## src/rtl/tcam_pkg.sv

```systemverilog
// Shared definitions for the banked TCAM routing memory: command encodings,
// default geometry and the default-geometry entry layout.
package tcam_pkg;

    localparam int DEF_ID_W     = 4;
    localparam int DEF_AXON_W   = 2;
    localparam int DEF_SYN_W    = 2;
    localparam int DEF_WEIGHT_W = 4;
    localparam int DEF_BITS     = DEF_ID_W + DEF_AXON_W + DEF_SYN_W;

    typedef enum logic [2:0] {
        MODE_I   = 3'b000,
        MODE_W   = 3'b001,
        MODE_R   = 3'b010,
        MODE_F   = 3'b011,
        MODE_C   = 3'b100,
        MODE_RST = 3'b101,
        MODE_FL  = 3'b110
    } mode_e;

    typedef struct packed {
        logic [DEF_BITS-1:0]     data;
        logic [DEF_BITS-1:0]     care;
        logic [DEF_WEIGHT_W-1:0] weight;
        logic                    valid;
    } entry_t;

endpackage

```

## src/rtl/tcam_route_mem_if.sv

```systemverilog
// Command, read, compare and route bus of the TCAM routing memory.
interface tcam_route_mem_if
    import tcam_pkg::*;
#(
    parameter int ID_Width      = DEF_ID_W,
    parameter int Axon_Width    = DEF_AXON_W,
    parameter int Synapse_Width = DEF_SYN_W,
    parameter int AddressSize   = 4,
    parameter int Words         = 16,
    parameter int Banks         = 2,
    parameter int Weight_Width  = DEF_WEIGHT_W
);
    localparam int Bits  = ID_Width + Axon_Width + Synapse_Width;
    localparam int DST_W = Axon_Width + Synapse_Width;

    logic [2:0]              MODE;
    logic [Bits-1:0]         Data_In;
    logic [Bits-1:0]         Mskb_In;
    logic [AddressSize-1:0]  A_In;
    logic                    Dcs_In;
    logic                    Vbe_In;
    logic                    Vbi_In;
    logic [Weight_Width-1:0] Weight_In;
    logic [Banks-1:0]        Cbe_In;
    logic [ID_Width-1:0]     PacketID_In;
    logic [Bits-1:0]         Data_Out;
    logic                    Vb_Out;
    logic                    Rd_Valid;
    logic [Words-1:0]        Hitline_Out;
    logic                    Hit_Out;
    logic                    Cmp_Valid;
    logic [DST_W-1:0]        DstID_Out;
    logic [Weight_Width-1:0] Weight_Out;
    logic [AddressSize-1:0]  Route_Addr;
    logic                    Route_Valid;
    logic                    Route_Ready;
    logic                    Route_Last;
    logic                    Miss_Out;
    logic                    Busy_Out;

    modport master (
        output MODE, Data_In, Mskb_In, A_In, Dcs_In, Vbe_In, Vbi_In, Weight_In,
               Cbe_In, PacketID_In, Route_Ready,
        input  Data_Out, Vb_Out, Rd_Valid, Hitline_Out, Hit_Out, Cmp_Valid,
               DstID_Out, Weight_Out, Route_Addr, Route_Valid, Route_Last,
               Miss_Out, Busy_Out
    );

    modport slave (
        input  MODE, Data_In, Mskb_In, A_In, Dcs_In, Vbe_In, Vbi_In, Weight_In,
               Cbe_In, PacketID_In, Route_Ready,
        output Data_Out, Vb_Out, Rd_Valid, Hitline_Out, Hit_Out, Cmp_Valid,
               DstID_Out, Weight_Out, Route_Addr, Route_Valid, Route_Last,
               Miss_Out, Busy_Out
    );

endinterface

```

## src/rtl/tcam_prio_enc.sv

```systemverilog
// Lowest-set-bit encoder: index of the lowest set bit, any-set flag and a
// flag telling whether that bit is the only one set.
module tcam_prio_enc #(
    parameter int N     = 16,
    parameter int IDX_W = 4
) (
    input  logic [N-1:0]     vec,
    output logic [IDX_W-1:0] idx,
    output logic             found,
    output logic             only_one
);
    logic [N-1:0] vec_dec_s;

    // Scan from the top down so the lowest set bit wins last
    always_comb begin
        idx = {IDX_W{1'b0}};
        for (int i = N - 1; i >= 0; i--) begin
            idx = vec[i] ? i[IDX_W-1:0] : idx;
        end
    end

    // Clearing the lowest set bit leaves nothing exactly when one bit is set
    assign vec_dec_s = vec - {{(N-1){1'b0}}, 1'b1};
    assign found     = |vec;
    assign only_one  = found && ((vec & vec_dec_s) == {N{1'b0}});

endmodule

```

## src/rtl/tcam_route_mem.sv

```systemverilog
// Banked TCAM routing memory: ternary entry store with read, masked compare
// and a fire walker that emits every matching route through a handshake.
module tcam_route_mem
    import tcam_pkg::*;
#(
    parameter int ID_Width      = DEF_ID_W,
    parameter int Axon_Width    = DEF_AXON_W,
    parameter int Synapse_Width = DEF_SYN_W,
    parameter int AddressSize   = 4,
    parameter int Words         = 16,
    parameter int Banks         = 2,
    parameter int Weight_Width  = DEF_WEIGHT_W
) (
    input  logic            clk,
    input  logic            rst_n,
    tcam_route_mem_if.slave bus
);
    localparam int Bits      = ID_Width + Axon_Width + Synapse_Width;
    localparam int DST_W     = Axon_Width + Synapse_Width;
    localparam int BANK_SIZE = Words / Banks;
    localparam logic [AddressSize:0] WORDS_L = Words[AddressSize:0];

    localparam logic [1:0] ST_IDLE   = 2'd0;
    localparam logic [1:0] ST_SEARCH = 2'd1;
    localparam logic [1:0] ST_EMIT   = 2'd2;

    logic [Bits-1:0]         data_r [Words];
    logic [Bits-1:0]         care_r [Words];
    logic [Weight_Width-1:0] wgt_r  [Words];
    logic [Words-1:0]        valid_r;

    logic [1:0]              state_r;
    logic [1:0]              state_next_s;
    logic [Words-1:0]        pend_r;
    logic                    busy_r;
    logic                    miss_r;
    logic                    route_valid_r;
    logic                    route_last_r;
    logic [AddressSize-1:0]  route_addr_r;
    logic [DST_W-1:0]        route_dst_r;
    logic [Weight_Width-1:0] route_wgt_r;

    logic [Bits-1:0]         rd_data_r;
    logic                    rd_vb_r;
    logic                    rd_valid_r;
    logic [Words-1:0]        hitline_r;
    logic                    hit_r;
    logic                    cmp_valid_r;

    mode_e                   mode_s;
    logic                    cmd_ok_s;
    logic                    srst_s;
    logic                    addr_ok_s;
    logic                    accept_s;
    logic [Bits-1:0]         key_s;
    logic [Bits-1:0]         mask_s;
    logic [Banks-1:0]        ben_s;
    logic [Words-1:0]        hit_s;
    logic [Words-1:0]        clr_s;
    logic [Words-1:0]        pend_after_s;
    logic [Words-1:0]        enc_vec_s;
    logic [AddressSize-1:0]  enc_idx_s;
    logic                    enc_found_s;
    logic                    enc_one_s;

    function automatic logic entry_match(
        input logic [Bits-1:0] data,
        input logic [Bits-1:0] care,
        input logic [Bits-1:0] key,
        input logic [Bits-1:0] mask,
        input logic            valid
    );
        return valid && (((data ^ key) & care & mask) == {Bits{1'b0}});
    endfunction

    // Commands are only honoured while the fire walker is idle
    assign mode_s    = mode_e'(bus.MODE);
    assign cmd_ok_s  = (state_r == ST_IDLE);
    assign srst_s    = cmd_ok_s && (mode_s == MODE_RST);
    assign addr_ok_s = ({1'b0, bus.A_In} < WORDS_L);
    assign accept_s  = route_valid_r && bus.Route_Ready;

    // Search key: packet ID against the source-ID field during SEARCH, else the compare key
    always_comb begin
        key_s  = bus.Data_In;
        mask_s = bus.Mskb_In;
        ben_s  = bus.Cbe_In;
        if (state_r == ST_SEARCH) begin
            key_s  = {bus.PacketID_In, {(Bits-ID_Width){1'b0}}};
            mask_s = {{ID_Width{1'b1}}, {(Bits-ID_Width){1'b0}}};
            ben_s  = {Banks{1'b1}};
        end else begin
            key_s  = bus.Data_In;
            mask_s = bus.Mskb_In;
            ben_s  = bus.Cbe_In;
        end
    end

    // Per-entry match gated by the bank enable of the entry's bank
    always_comb begin
        hit_s = {Words{1'b0}};
        for (int i = 0; i < Words; i++) begin
            hit_s[i] = ben_s[i / BANK_SIZE] &&
                       entry_match(data_r[i], care_r[i], key_s, mask_s, valid_r[i]);
        end
    end

    // Encoder sees the fresh hit vector in SEARCH, the remaining hits after this accept in EMIT
    always_comb begin
        clr_s               = {Words{1'b0}};
        clr_s[route_addr_r] = 1'b1;
        pend_after_s        = pend_r & ~clr_s;
        if (state_r == ST_SEARCH) begin
            enc_vec_s = hit_s;
        end else begin
            enc_vec_s = pend_after_s;
        end
    end

    tcam_prio_enc #(
        .N     (Words),
        .IDX_W (AddressSize)
    ) u_prio_enc (
        .vec      (enc_vec_s),
        .idx      (enc_idx_s),
        .found    (enc_found_s),
        .only_one (enc_one_s)
    );

    // Fire walker next-state
    always_comb begin
        state_next_s = state_r;
        case (state_r)
            ST_IDLE: begin
                if (mode_s == MODE_F) begin
                    state_next_s = ST_SEARCH;
                end else begin
                    state_next_s = ST_IDLE;
                end
            end
            ST_SEARCH: begin
                if (enc_found_s) begin
                    state_next_s = ST_EMIT;
                end else begin
                    state_next_s = ST_IDLE;
                end
            end
            ST_EMIT: begin
                if (accept_s && route_last_r) begin
                    state_next_s = ST_IDLE;
                end else begin
                    state_next_s = ST_EMIT;
                end
            end
            default: state_next_s = ST_IDLE;
        endcase
    end

    // Entry storage: masked writes, flush, and both resets
    always_ff @(posedge clk or negedge rst_n) begin
        if (!rst_n) begin
            for (int i = 0; i < Words; i++) begin
                data_r[i] <= {Bits{1'b0}};
                care_r[i] <= {Bits{1'b0}};
                wgt_r[i]  <= {Weight_Width{1'b0}};
            end
            valid_r <= {Words{1'b0}};
        end else if (srst_s) begin
            for (int i = 0; i < Words; i++) begin
                data_r[i] <= {Bits{1'b0}};
                care_r[i] <= {Bits{1'b0}};
                wgt_r[i]  <= {Weight_Width{1'b0}};
            end
            valid_r <= {Words{1'b0}};
        end else if (cmd_ok_s && (mode_s == MODE_W) && addr_ok_s) begin
            if (bus.Dcs_In) begin
                data_r[bus.A_In] <= (data_r[bus.A_In] & ~bus.Mskb_In) | (bus.Data_In & bus.Mskb_In);
                wgt_r[bus.A_In]  <= bus.Weight_In;
            end else begin
                care_r[bus.A_In] <= (care_r[bus.A_In] & ~bus.Mskb_In) | (bus.Data_In & bus.Mskb_In);
            end
            if (bus.Vbe_In) begin
                valid_r[bus.A_In] <= bus.Vbi_In;
            end
        end else if (cmd_ok_s && (mode_s == MODE_FL)) begin
            valid_r <= {Words{1'b0}};
        end
    end

    // Read and compare result registers; strobes pulse, results hold
    always_ff @(posedge clk or negedge rst_n) begin
        if (!rst_n) begin
            rd_data_r   <= {Bits{1'b0}};
            rd_vb_r     <= 1'b0;
            rd_valid_r  <= 1'b0;
            hitline_r   <= {Words{1'b0}};
            hit_r       <= 1'b0;
            cmp_valid_r <= 1'b0;
        end else if (srst_s) begin
            rd_data_r   <= {Bits{1'b0}};
            rd_vb_r     <= 1'b0;
            rd_valid_r  <= 1'b0;
            hitline_r   <= {Words{1'b0}};
            hit_r       <= 1'b0;
            cmp_valid_r <= 1'b0;
        end else begin
            rd_valid_r  <= 1'b0;
            cmp_valid_r <= 1'b0;
            if (cmd_ok_s && (mode_s == MODE_R)) begin
                rd_valid_r <= 1'b1;
                if (addr_ok_s) begin
                    rd_data_r <= bus.Dcs_In ? data_r[bus.A_In] : care_r[bus.A_In];
                    rd_vb_r   <= valid_r[bus.A_In];
                end else begin
                    rd_data_r <= {Bits{1'b0}};
                    rd_vb_r   <= 1'b0;
                end
            end
            if (cmd_ok_s && (mode_s == MODE_C)) begin
                cmp_valid_r <= 1'b1;
                hitline_r   <= hit_s;
                hit_r       <= |hit_s;
            end
        end
    end

    // Fire walker: snapshot hits in SEARCH, then emit one route per accept
    always_ff @(posedge clk or negedge rst_n) begin
        if (!rst_n) begin
            state_r       <= ST_IDLE;
            busy_r        <= 1'b0;
            pend_r        <= {Words{1'b0}};
            miss_r        <= 1'b0;
            route_valid_r <= 1'b0;
            route_last_r  <= 1'b0;
            route_addr_r  <= {AddressSize{1'b0}};
            route_dst_r   <= {DST_W{1'b0}};
            route_wgt_r   <= {Weight_Width{1'b0}};
        end else if (srst_s) begin
            state_r       <= ST_IDLE;
            busy_r        <= 1'b0;
            pend_r        <= {Words{1'b0}};
            miss_r        <= 1'b0;
            route_valid_r <= 1'b0;
            route_last_r  <= 1'b0;
            route_addr_r  <= {AddressSize{1'b0}};
            route_dst_r   <= {DST_W{1'b0}};
            route_wgt_r   <= {Weight_Width{1'b0}};
        end else begin
            state_r <= state_next_s;
            busy_r  <= (state_next_s != ST_IDLE);
            miss_r  <= 1'b0;
            case (state_r)
                ST_SEARCH: begin
                    pend_r <= hit_s;
                    if (enc_found_s) begin
                        route_valid_r <= 1'b1;
                        route_last_r  <= enc_one_s;
                        route_addr_r  <= enc_idx_s;
                        route_dst_r   <= data_r[enc_idx_s][DST_W-1:0];
                        route_wgt_r   <= wgt_r[enc_idx_s];
                    end else begin
                        miss_r <= 1'b1;
                    end
                end
                ST_EMIT: begin
                    if (accept_s) begin
                        pend_r <= pend_after_s;
                        if (route_last_r) begin
                            route_valid_r <= 1'b0;
                            route_last_r  <= 1'b0;
                            route_addr_r  <= {AddressSize{1'b0}};
                            route_dst_r   <= {DST_W{1'b0}};
                            route_wgt_r   <= {Weight_Width{1'b0}};
                        end else begin
                            route_last_r <= enc_one_s;
                            route_addr_r <= enc_idx_s;
                            route_dst_r  <= data_r[enc_idx_s][DST_W-1:0];
                            route_wgt_r  <= wgt_r[enc_idx_s];
                        end
                    end
                end
                default: begin
                    pend_r <= pend_r;
                end
            endcase
        end
    end

    assign bus.Data_Out    = rd_data_r;
    assign bus.Vb_Out      = rd_vb_r;
    assign bus.Rd_Valid    = rd_valid_r;
    assign bus.Hitline_Out = hitline_r;
    assign bus.Hit_Out     = hit_r;
    assign bus.Cmp_Valid   = cmp_valid_r;
    assign bus.DstID_Out   = route_dst_r;
    assign bus.Weight_Out  = route_wgt_r;
    assign bus.Route_Addr  = route_addr_r;
    assign bus.Route_Valid = route_valid_r;
    assign bus.Route_Last  = route_last_r;
    assign bus.Miss_Out    = miss_r;
    assign bus.Busy_Out    = busy_r;

endmodule

```

## src/flat_wrapper.sv

```systemverilog
// flat-port wrapper written by rule: the top's interface ports become plain ports
module tcam_route_mem_flat import tcam_pkg::*;
#(
    parameter int ID_Width      = DEF_ID_W,
    parameter int Axon_Width    = DEF_AXON_W,
    parameter int Synapse_Width = DEF_SYN_W,
    parameter int AddressSize   = 4,
    parameter int Words         = 16,
    parameter int Banks         = 2,
    parameter int Weight_Width  = DEF_WEIGHT_W
)
  (clk, rst_n, bus_MODE, bus_Data_In, bus_Mskb_In, bus_A_In, bus_Dcs_In, bus_Vbe_In, bus_Vbi_In, bus_Weight_In, bus_Cbe_In, bus_PacketID_In, bus_Route_Ready, bus_Data_Out, bus_Vb_Out, bus_Rd_Valid, bus_Hitline_Out, bus_Hit_Out, bus_Cmp_Valid, bus_DstID_Out, bus_Weight_Out, bus_Route_Addr, bus_Route_Valid, bus_Route_Last, bus_Miss_Out, bus_Busy_Out);
  tcam_route_mem_if #(.ID_Width(ID_Width), .Axon_Width(Axon_Width), .Synapse_Width(Synapse_Width), .AddressSize(AddressSize), .Words(Words), .Banks(Banks), .Weight_Width(Weight_Width)) bus_i ();
  input  logic clk;
  input  logic rst_n;
  input wire logic [$bits(bus_i.MODE)-1:0] bus_MODE;
  input wire logic [$bits(bus_i.Data_In)-1:0] bus_Data_In;
  input wire logic [$bits(bus_i.Mskb_In)-1:0] bus_Mskb_In;
  input wire logic [$bits(bus_i.A_In)-1:0] bus_A_In;
  input wire logic [$bits(bus_i.Dcs_In)-1:0] bus_Dcs_In;
  input wire logic [$bits(bus_i.Vbe_In)-1:0] bus_Vbe_In;
  input wire logic [$bits(bus_i.Vbi_In)-1:0] bus_Vbi_In;
  input wire logic [$bits(bus_i.Weight_In)-1:0] bus_Weight_In;
  input wire logic [$bits(bus_i.Cbe_In)-1:0] bus_Cbe_In;
  input wire logic [$bits(bus_i.PacketID_In)-1:0] bus_PacketID_In;
  input wire logic [$bits(bus_i.Route_Ready)-1:0] bus_Route_Ready;
  output wire logic [$bits(bus_i.Data_Out)-1:0] bus_Data_Out;
  output wire logic [$bits(bus_i.Vb_Out)-1:0] bus_Vb_Out;
  output wire logic [$bits(bus_i.Rd_Valid)-1:0] bus_Rd_Valid;
  output wire logic [$bits(bus_i.Hitline_Out)-1:0] bus_Hitline_Out;
  output wire logic [$bits(bus_i.Hit_Out)-1:0] bus_Hit_Out;
  output wire logic [$bits(bus_i.Cmp_Valid)-1:0] bus_Cmp_Valid;
  output wire logic [$bits(bus_i.DstID_Out)-1:0] bus_DstID_Out;
  output wire logic [$bits(bus_i.Weight_Out)-1:0] bus_Weight_Out;
  output wire logic [$bits(bus_i.Route_Addr)-1:0] bus_Route_Addr;
  output wire logic [$bits(bus_i.Route_Valid)-1:0] bus_Route_Valid;
  output wire logic [$bits(bus_i.Route_Last)-1:0] bus_Route_Last;
  output wire logic [$bits(bus_i.Miss_Out)-1:0] bus_Miss_Out;
  output wire logic [$bits(bus_i.Busy_Out)-1:0] bus_Busy_Out;
  assign bus_i.MODE = bus_MODE;
  assign bus_i.Data_In = bus_Data_In;
  assign bus_i.Mskb_In = bus_Mskb_In;
  assign bus_i.A_In = bus_A_In;
  assign bus_i.Dcs_In = bus_Dcs_In;
  assign bus_i.Vbe_In = bus_Vbe_In;
  assign bus_i.Vbi_In = bus_Vbi_In;
  assign bus_i.Weight_In = bus_Weight_In;
  assign bus_i.Cbe_In = bus_Cbe_In;
  assign bus_i.PacketID_In = bus_PacketID_In;
  assign bus_i.Route_Ready = bus_Route_Ready;
  assign bus_Data_Out = bus_i.Data_Out;
  assign bus_Vb_Out = bus_i.Vb_Out;
  assign bus_Rd_Valid = bus_i.Rd_Valid;
  assign bus_Hitline_Out = bus_i.Hitline_Out;
  assign bus_Hit_Out = bus_i.Hit_Out;
  assign bus_Cmp_Valid = bus_i.Cmp_Valid;
  assign bus_DstID_Out = bus_i.DstID_Out;
  assign bus_Weight_Out = bus_i.Weight_Out;
  assign bus_Route_Addr = bus_i.Route_Addr;
  assign bus_Route_Valid = bus_i.Route_Valid;
  assign bus_Route_Last = bus_i.Route_Last;
  assign bus_Miss_Out = bus_i.Miss_Out;
  assign bus_Busy_Out = bus_i.Busy_Out;
  tcam_route_mem #(.ID_Width(ID_Width), .Axon_Width(Axon_Width), .Synapse_Width(Synapse_Width), .AddressSize(AddressSize), .Words(Words), .Banks(Banks), .Weight_Width(Weight_Width)) u_core (.clk(clk), .rst_n(rst_n), .bus(bus_i));
endmodule
```

## config.mk

```make
export PLATFORM = sky130hd
export DESIGN_NAME = tcam_route_mem_flat
export DESIGN_NICKNAME = d
export VERILOG_FILES = /design/src/rtl/tcam_pkg.sv /design/src/rtl/tcam_route_mem_if.sv /design/src/rtl/tcam_prio_enc.sv /design/src/rtl/tcam_route_mem.sv /design/src/flat_wrapper.sv
export SDC_FILE = /design/constraint.sdc
export NUM_CORES = 1
export LEC_CHECK = 0
export ABC_CLOCK_PERIOD_IN_PS = 7450
export CORE_MARGIN = 2
export CORE_UTILIZATION = 47
export CTS_BUF_LIST = sky130_fd_sc_hd__clkbuf_8 sky130_fd_sc_hd__clkbuf_16
export CTS_CLUSTER_SIZE = 40
export DETAILED_ROUTE_END_ITERATION = 12
export PLACE_DENSITY = 0.61
export SLEW_MARGIN = 20
export SYNTH_ARGS = -nofsm -noshare
export SYNTH_HDL_FRONTEND = slang
export SYNTH_SLANG_ARGS = --single-unit
```

## constraint.sdc

```tcl
create_clock -name clk -period 7.45 [get_ports clk]
set_input_delay 1.49 -clock clk [delete_from_list [all_inputs] [get_ports clk]]
set_output_delay 1.49 -clock clk [all_outputs]
set_load 0.01 [all_outputs]
```

# Word-level counts from Yosys, hierarchy flattened
# Cells that the tools add are included.
dict set report totals {
  out_inout_bits 44
  word_cells 329
  inputBits 39
  register_bits 398
}
dict set report op_classes {
  n_addsub 1
  bitwise 59
  n_reduce_logical 76
  n_eq_ne 13
  muxes 109
  n_lt_le_gt_ge 7
}
# operator n
set ops {}
lappend ops {{$mux 128} 6}
lappend ops {{$and 8x8->8} 35}
lappend ops {{$bwmux 128} 2}
lappend ops {{$mux 64} 3}
lappend ops {{$mux 16} 9}
lappend ops {{$mux 4} 33}
lappend ops {{$logic_not 8->1} 16}
lappend ops {{$xor 8x8->8} 16}
lappend ops {{$bmux 8 s4} 3}
lappend ops {{$mux 8} 10}
lappend ops {{$bwmux 64} 1}
lappend ops {{$logic_and 1x1->1} 43}
lappend ops {{$and 16x16->16} 2}
lappend ops {{$demux 8 s4} 1}
lappend ops {{$pmux 16 s2} 1}
lappend ops {{$reduce_or 16->1} 2}
lappend ops {{$mux 1} 24}
lappend ops {{$pmux 4 s2} 3}
lappend ops {{$bmux 4 s4} 1}
lappend ops {{$bwmux 16} 1}
lappend ops {{$demux 4 s4} 1}
lappend ops {{$logic_not 16->1} 1}
lappend ops {{$not 16->16} 1}
lappend ops {{$or 8x8->8} 2}
lappend ops {{other kinds (26)} 48}

# Depth between registers and ports, before layout
dict set report logic_depth {
  ltp_word 33
  ltp_mapped 19
  mapped_depth_nobuf 13
}

# Cells and area by module
# Synthesis repeated with hierarchy kept, for this count alone.
dict set report unflattened {
  hier_cells 1835
  area_unflattened_um2 21348.0
}
# mod cells_each area_each_um2 n_inst
set by_module_without_submodules {}
lappend by_module_without_submodules {tcam_route_mem 1779 21023.9 1}
lappend by_module_without_submodules {tcam_prio_enc 56 324.1 1}

# Least setup slack after synthesis
# No wires, ideal clock.
dict set report synth_path {
  path_type {input-to-reg}
  from {input bus_A_In[0]}
  to {register u_core.care_r[127] (netlist name)}
  arrival_time_ns 4.313
  slack_ns 3.016
  path_buffers 4
  stages 8
  path_cell_list {buf_2 > buf_2 > buf_1 > mux4_2 > mux4_2 > mux2_2 > clkbuf_1 > a22o_1}
}
dict set report synth_between {
  elab_chain_len 10
  word_cells_on_any_way 15
  cone_classes {order compare: 2; mux: 9; bitwise: 3; reduce/logical: 1}
}
# element line
set synth_lines {}
lappend synth_lines {{start, declared} flat_wrapper.sv:19} ;# input wire logic [$bits(bus_i.A_In)-1:0] bus_A_In;
lappend synth_lines {{$not 4->5 (*)} tcam_route_mem.sv:180} ;# care_r[bus.A_In] <= (care_r[bus.A_In] & ~bus.Mskb_In) | (bus.Data_In & bus.Mskb_In);
lappend synth_lines {{$bmux 8 s4} tcam_route_mem.sv:180}
lappend synth_lines {{$mux 8 (implied by the code) (2 in a row)} tcam_route_mem.sv:180}
lappend synth_lines {{$and 8x8->8} tcam_route_mem.sv:180}
lappend synth_lines {{$or 8x8->8} tcam_route_mem.sv:180}
lappend synth_lines {{$bwmux 128 (*)} tcam_route_mem.sv:180}
lappend synth_lines {{$mux 128 (*)} tcam_route_mem.sv:176} ;# if (bus.Dcs_In) begin
lappend synth_lines {{$mux 128 (*)} tcam_route_mem.sv:175} ;# end else if (cmd_ok_s && (mode_s == MODE_W) && addr_ok_s) begin
lappend synth_lines {{$mux 128 (*)} tcam_route_mem.sv:168} ;# end else if (srst_s) begin
lappend synth_lines {{end signal, assigned by index} tcam_route_mem.sv:164} ;# care_r[i] <= {Bits{1'b0}};
lappend synth_lines {{end signal, assigned by index} tcam_route_mem.sv:171} ;# care_r[i] <= {Bits{1'b0}};
lappend synth_lines {{end signal, assigned by index} tcam_route_mem.sv:180}
lappend synth_lines {{end, declared} tcam_route_mem.sv:28} ;# logic [Bits-1:0] care_r [Words];
# Mark *: on every way between the ends. The rest lies on a longest branch, timed or not. The select of a mux whose other input is x is not followed.
# A chain may end at the register's enable or synchronous reset.

# Worst setup path after layout
dict set report layout_path {
  from {input bus_PacketID_In[2]}
  to {register u_core.route_dst_r[2] (netlist: u_core.bus.DstID_Out[2])}
}
dict set report layout_between {
  elab_chain_len 32
  word_cells_on_any_way 126
  cone_classes {eq/ne: 1; mux: 26; bitwise: 49; reduce/logical: 50}
}
# element line
set layout_lines {}
lappend layout_lines {{start, declared} flat_wrapper.sv:25} ;# input wire logic [$bits(bus_i.PacketID_In)-1:0] bus_PacketID_In;
lappend layout_lines {{$mux 8 (*)} tcam_route_mem.sv:88} ;# if (state_r == ST_SEARCH) begin
lappend layout_lines {{$xor 8x8->8} tcam_route_mem.sv:73} ;# return valid && (((data ^ key) & care & mask) == {Bits{1'b0}});
lappend layout_lines {{$and 8x8->8 (2 in a row)} tcam_route_mem.sv:73}
lappend layout_lines {{$logic_not 8->1} tcam_route_mem.sv:73}
lappend layout_lines {{$logic_and 1x1->1} tcam_route_mem.sv:73}
lappend layout_lines {{$logic_and 1x1->1} tcam_route_mem.sv:103} ;# hit_s[i] = ben_s[i / BANK_SIZE] &&
lappend layout_lines {{$mux 16 (*)} tcam_route_mem.sv:113} ;# if (state_r == ST_SEARCH) begin
lappend layout_lines {{$mux 4 (16 in a row)} tcam_prio_enc.sv:18} ;# idx = vec[i] ? i[IDX_W-1:0] : idx;
lappend layout_lines {{$not 4->5 (implied by the code)} {tcam_route_mem.sv:260, tcam_route_mem.sv:278}}
lappend layout_lines {{$bmux 8 s4} {tcam_route_mem.sv:260, tcam_route_mem.sv:278}}
lappend layout_lines {{$mux 4 (implied by the code) (2 in a row)} {tcam_route_mem.sv:260, tcam_route_mem.sv:278}}
lappend layout_lines {{$mux 4} tcam_route_mem.sv:269} ;# if (route_last_r) begin
lappend layout_lines {{$mux 4} tcam_route_mem.sv:267} ;# if (accept_s) begin
lappend layout_lines {{$pmux 4 s2} tcam_route_mem.sv:253} ;# case (state_r)
lappend layout_lines {{$mux 4} tcam_route_mem.sv:239} ;# end else if (srst_s) begin
lappend layout_lines {{end signal, assigned} tcam_route_mem.sv:237} ;# route_dst_r <= {DST_W{1'b0}};
lappend layout_lines {{end signal, assigned} tcam_route_mem.sv:260} ;# route_dst_r <= data_r[enc_idx_s][DST_W-1:0];
lappend layout_lines {{end signal, assigned} tcam_route_mem.sv:273} ;# route_dst_r <= {DST_W{1'b0}};
lappend layout_lines {{end, declared} tcam_route_mem.sv:40} ;# logic [DST_W-1:0] route_dst_r;
# Marked as above.

==> flow_metrics.py <==
metrics = {
    "timing": {
        "finalSetupViolations": 0,
        "finalCritPeriodShare_pct": 76.75,
        "hold_viol": 0,
        "finalSetupTns_ns": 0,
        "skew_ns": 0.02499,
        "worstMarginPinSlew_ns": 1.152,
        "setup_ws_ns": 1.732,
        "fmax_mhz": 174.9,
        "relSlewSlack_pct": 22.94,
        "period_minus_slack_ns": 5.718,
        "drv_slew": 0,
        "grt_setup_unrepaired": "false",
    },
    "layout": {
        "nets": 2232,
        "layout-drive-gt1-share_pct": 11.69,
        "stdcell_count": 2839,
        "antennaDiodeCount": 0,
        "area.growth.synth_to_final_pct": 11.81,
        "multi_input_comb_area_mm2": 0.01196,
        "fill_cells": 4280,
        "utilization_pct": 53.22,
        "regArea_mm2": 0.009960,
    },
    "logic_synthesis": {
        "async_flop_share_pct": 100.0,
        "syn_nets": 2217,
        "synthFlopType": "dfrtp_1",
        "yosysSeqAreaShare_pct": 43.83,
        "synth_edf_count": 0,
        "ys.warnings.count": 0,
        "synthCells": 2173,
        "yosysTopAreaCell": "dfrtp_1",
        "avgSynthCellArea_um2": 10.46,
        "synth_top_area_share_pct": 43.83,
        "synthTopCellsByArea": "dfrtp_1 44%, mux4_2 8.4%, a22o_1 8.2%",
        "synth_area_mm2": 0.02272,
        "ys_ff_latch": 398,
        "ys_types": 76,
    },
    "placement": {
        "io_buffers": 82,
        "dp_cells": 2755,
        "gp_congestion": 1.028,
        "pre_cts_slack_ns": 1.305,
        "hpwl_um": 65710,
    },
    "route": {
        "vias": 19535,
        "wire_per_inst_um": 31.75,
        "ant_nets": 0,
        "drt_iter0_markers": 2440,
        "drc": 0,
        "vias_per_cell": 6.881,
        "wl_um": 90140,
        "dr.pass1.iters": 7,
    },
    "global_routing": {
        "grtUsageTotal_pct": 36.14,
        "grt_pass1_wl_um": 132600,
        "grt_overflow": 0,
        "antenna_found_initial": 3,
        "grt_max_degree": 151,
        "first_global_vias": 19000,
    },
    "clocking": {
        "cts-root-buf": "clkbuf_16",
        "clkSlewWorstSetupHoldPaths_ns": 0.06,
        "cts_tree": "yes",
        "holdBufCountCts": 0,
        "ctsResizeCount": 0,
        "clk_latency_ns": 0.61,
        "cts_made_buffers": 46,
        "cts.sinks": 398,
        "htreeDepth": 2,
        "cts_setup_buffers": 0,
        "cts_buffer_depth": 3,
    },
    "critical_path": {
        "rrSetupSlack_ns": 1.97,
        "arrival_ns": 6.18,
        "setup.worst_path.start": "bus_PacketID_In[2]",
        "crit_end": "u_core.bus.DstID_Out[2]",
        "r2r_end": "u_core.bus.DstID_Out[2]",
        "startpoint_type": "primary input",
        "end_kind": "register",
        "required_ns": 7.91,
        "critPathKind": "in2reg",
        "critPathMaxFanout": 24,
        "ff2ff_path_depth": 15,
        "rr_startpoint": "u_core.state_r[1]",
    },
    "floorplan": {
        "rows": 80,
        "core_mm2": 0.04775,
        "io_pins": 83,
        "dieArea_mm2": 0.05012,
        "die_h_um": 223.9,
        "initial_core_util_pct": 47.59,
        "die_w_um": 223.9,
    },
    "min_path": {
        "hold_path.class": "reg2reg",
    },
    "power_and_ir_drop": {
        "p_per_area_mw_per_mm2": 273.5,
        "ir_drop_mv": 0.2515,
        "p_leak_nw": 10.91,
    },
    "flow_run": {
        "drv_cap": 0,
    },
    "status": {
        "status": "complete, no violations",
    },
}
==> final cells by class <==
cell class | count | share of cell area (%)
inverter | 11 | 0.1625
timing repair buffer | 124 | 4.580
multi-input combinational | 1607 | 47.07
sequential | 398 | 39.20
clock buffer | 57 | 5.259
clock inverter | 27 | 0.6993
tap | 615 | 3.029
==> flip-flops by register name (all words and copies together) (netlist names), 2 cells and up <==
| register | flops |
|---|---|
| u_core.bus.Data_Out | 8 |
| u_core.bus.DstID_Out | 4 |
| u_core.bus.Hitline_Out | 16 |
| u_core.bus.Route_Addr | 4 |
| u_core.bus.Weight_Out | 4 |
| u_core.care_r | 128 |
| u_core.data_r | 128 |
| u_core.pend_r | 16 |
| u_core.state_r | 2 |
| u_core.valid_r | 16 |
| u_core.wgt_r | 64 |
==> per-layer routing <==
metal	vias to the layer above	GRT usage, %	wire (µm)
met5	-	0	13
met2	1293	54.30	39700
met1	9933	49.12	35940
li1	8080	-	-
met4	2	17.35	4917
met3	227	9.024	9561
==> critical path, cell delays in order <==
cell and delay [ns]:
clkdlybuf4s50_1 0.95, xor2_1 0.38, a22o_1 0.24, a221oi_2 0.37, a41oi_2 0.33, o211ai_1 0.27
a211oi_1 0.12, o31ai_1 0.37, and2_2 0.67, buf_4 0.40, mux2i_1 0.11, a22oi_1 0.29
nand4_1 0.14
==> power breakdown <==
group / leakage, nW / switching (W) / total, W / internal, W
registers: 5.46 / 0.000296 / 0.00273 / 0.00243
clock network: 0.794 / 0.000976 / 0.00231 / 0.00133
logic: 4.65 / 0.00112 / 0.00191 / 0.000797
total: 10.9 / 0.00239 / 0.00695 / 0.00456
==> kinds of logic after synthesis <==
| kind of cell | synth area share (%) |
|---|---|
| and+or+nand+nor | 13.06 |
| adders and majority gates | 0.3193 |
| muxes | 13.62 |
| buffers and inverters | 3.717 |
| DFF | 43.83 |
| xor gates and xnor gates | 6.783 |
| AOI/OAI and AO/OA | 18.67 |
==> worst min-delay path by stage <==
stage                               startpoint                    endpoint  slack [ns]  depth (start not counted)
floorplan                     u_core.pend_r[7]            u_core.pend_r[7]        0.46                          2
global placement    u_core.bus.Hitline_Out[14]  u_core.bus.Hitline_Out[14]        0.47                          2
detailed placement          u_core.bus.Hit_Out          u_core.bus.Hit_Out        0.47                          2
CTS                         u_core.bus.Hit_Out          u_core.bus.Hit_Out        0.48                          2
global route        u_core.bus.Hitline_Out[14]  u_core.bus.Hitline_Out[14]        0.51                          2
finish               u_core.bus.Hitline_Out[8]   u_core.bus.Hitline_Out[8]        0.48                          2
==> synthesized netlist by cell type (18+ instances only) <==
library cell  count
a31oi_1          18
xnor2_1          23
buf_2            26
nand4_1          21
mux2_2           22
mux2i_1          91
nor2_1           86
a211oi_1         21
clkbuf_1         82
xor2_1          153
dfrtp_1         398
and2_1           21
buf_4            19
and3_1           25
a21oi_1          33
mux4_2           85
nor2b_1          19
nand2_1         305
a22o_1          213
o21ai_0         187
nand3_1          95
==> cell usage in the layout (no fill, tap or decap), types with 21 or more instances in the layout <==
cell / Yosys / routed
a21oi_1: 33 / 33
a22o_1: 213 / 213
and3_1: 25 / 25
buf_4: 19 / 41
clkbuf_16: 0 / 49
clkdlybuf4s50_1: 0 / 77
dfrtp_1: 398 / 398
mux2_2: 22 / 22
mux2i_1: 91 / 89
mux4_2: 85 / 85
nand2_1: 305 / 305
nand3_1: 95 / 95
nand4_1: 21 / 21
nor2_1: 86 / 86
o21ai_0: 187 / 187
xnor2_1: 23 / 23
xor2_1: 153 / 153
==> metrics by stage <==
step | hold slack (ns) | power, W | area (µm²)
final | 0.4827 | 0.006949 | 25410
after global routing | 0.5080 | 0.007189 | 25410
after CTS | 0.4835 | 0.006919 | 25410
after detailed placement | 0.4702 | 0.004628 | 23900
after global placement | 0.4702 | 0.004613 | 23890
after floorplan | 0.4632 | 0.003974 | 22720
Note: power is estimated with default switching activity, not from simulation.
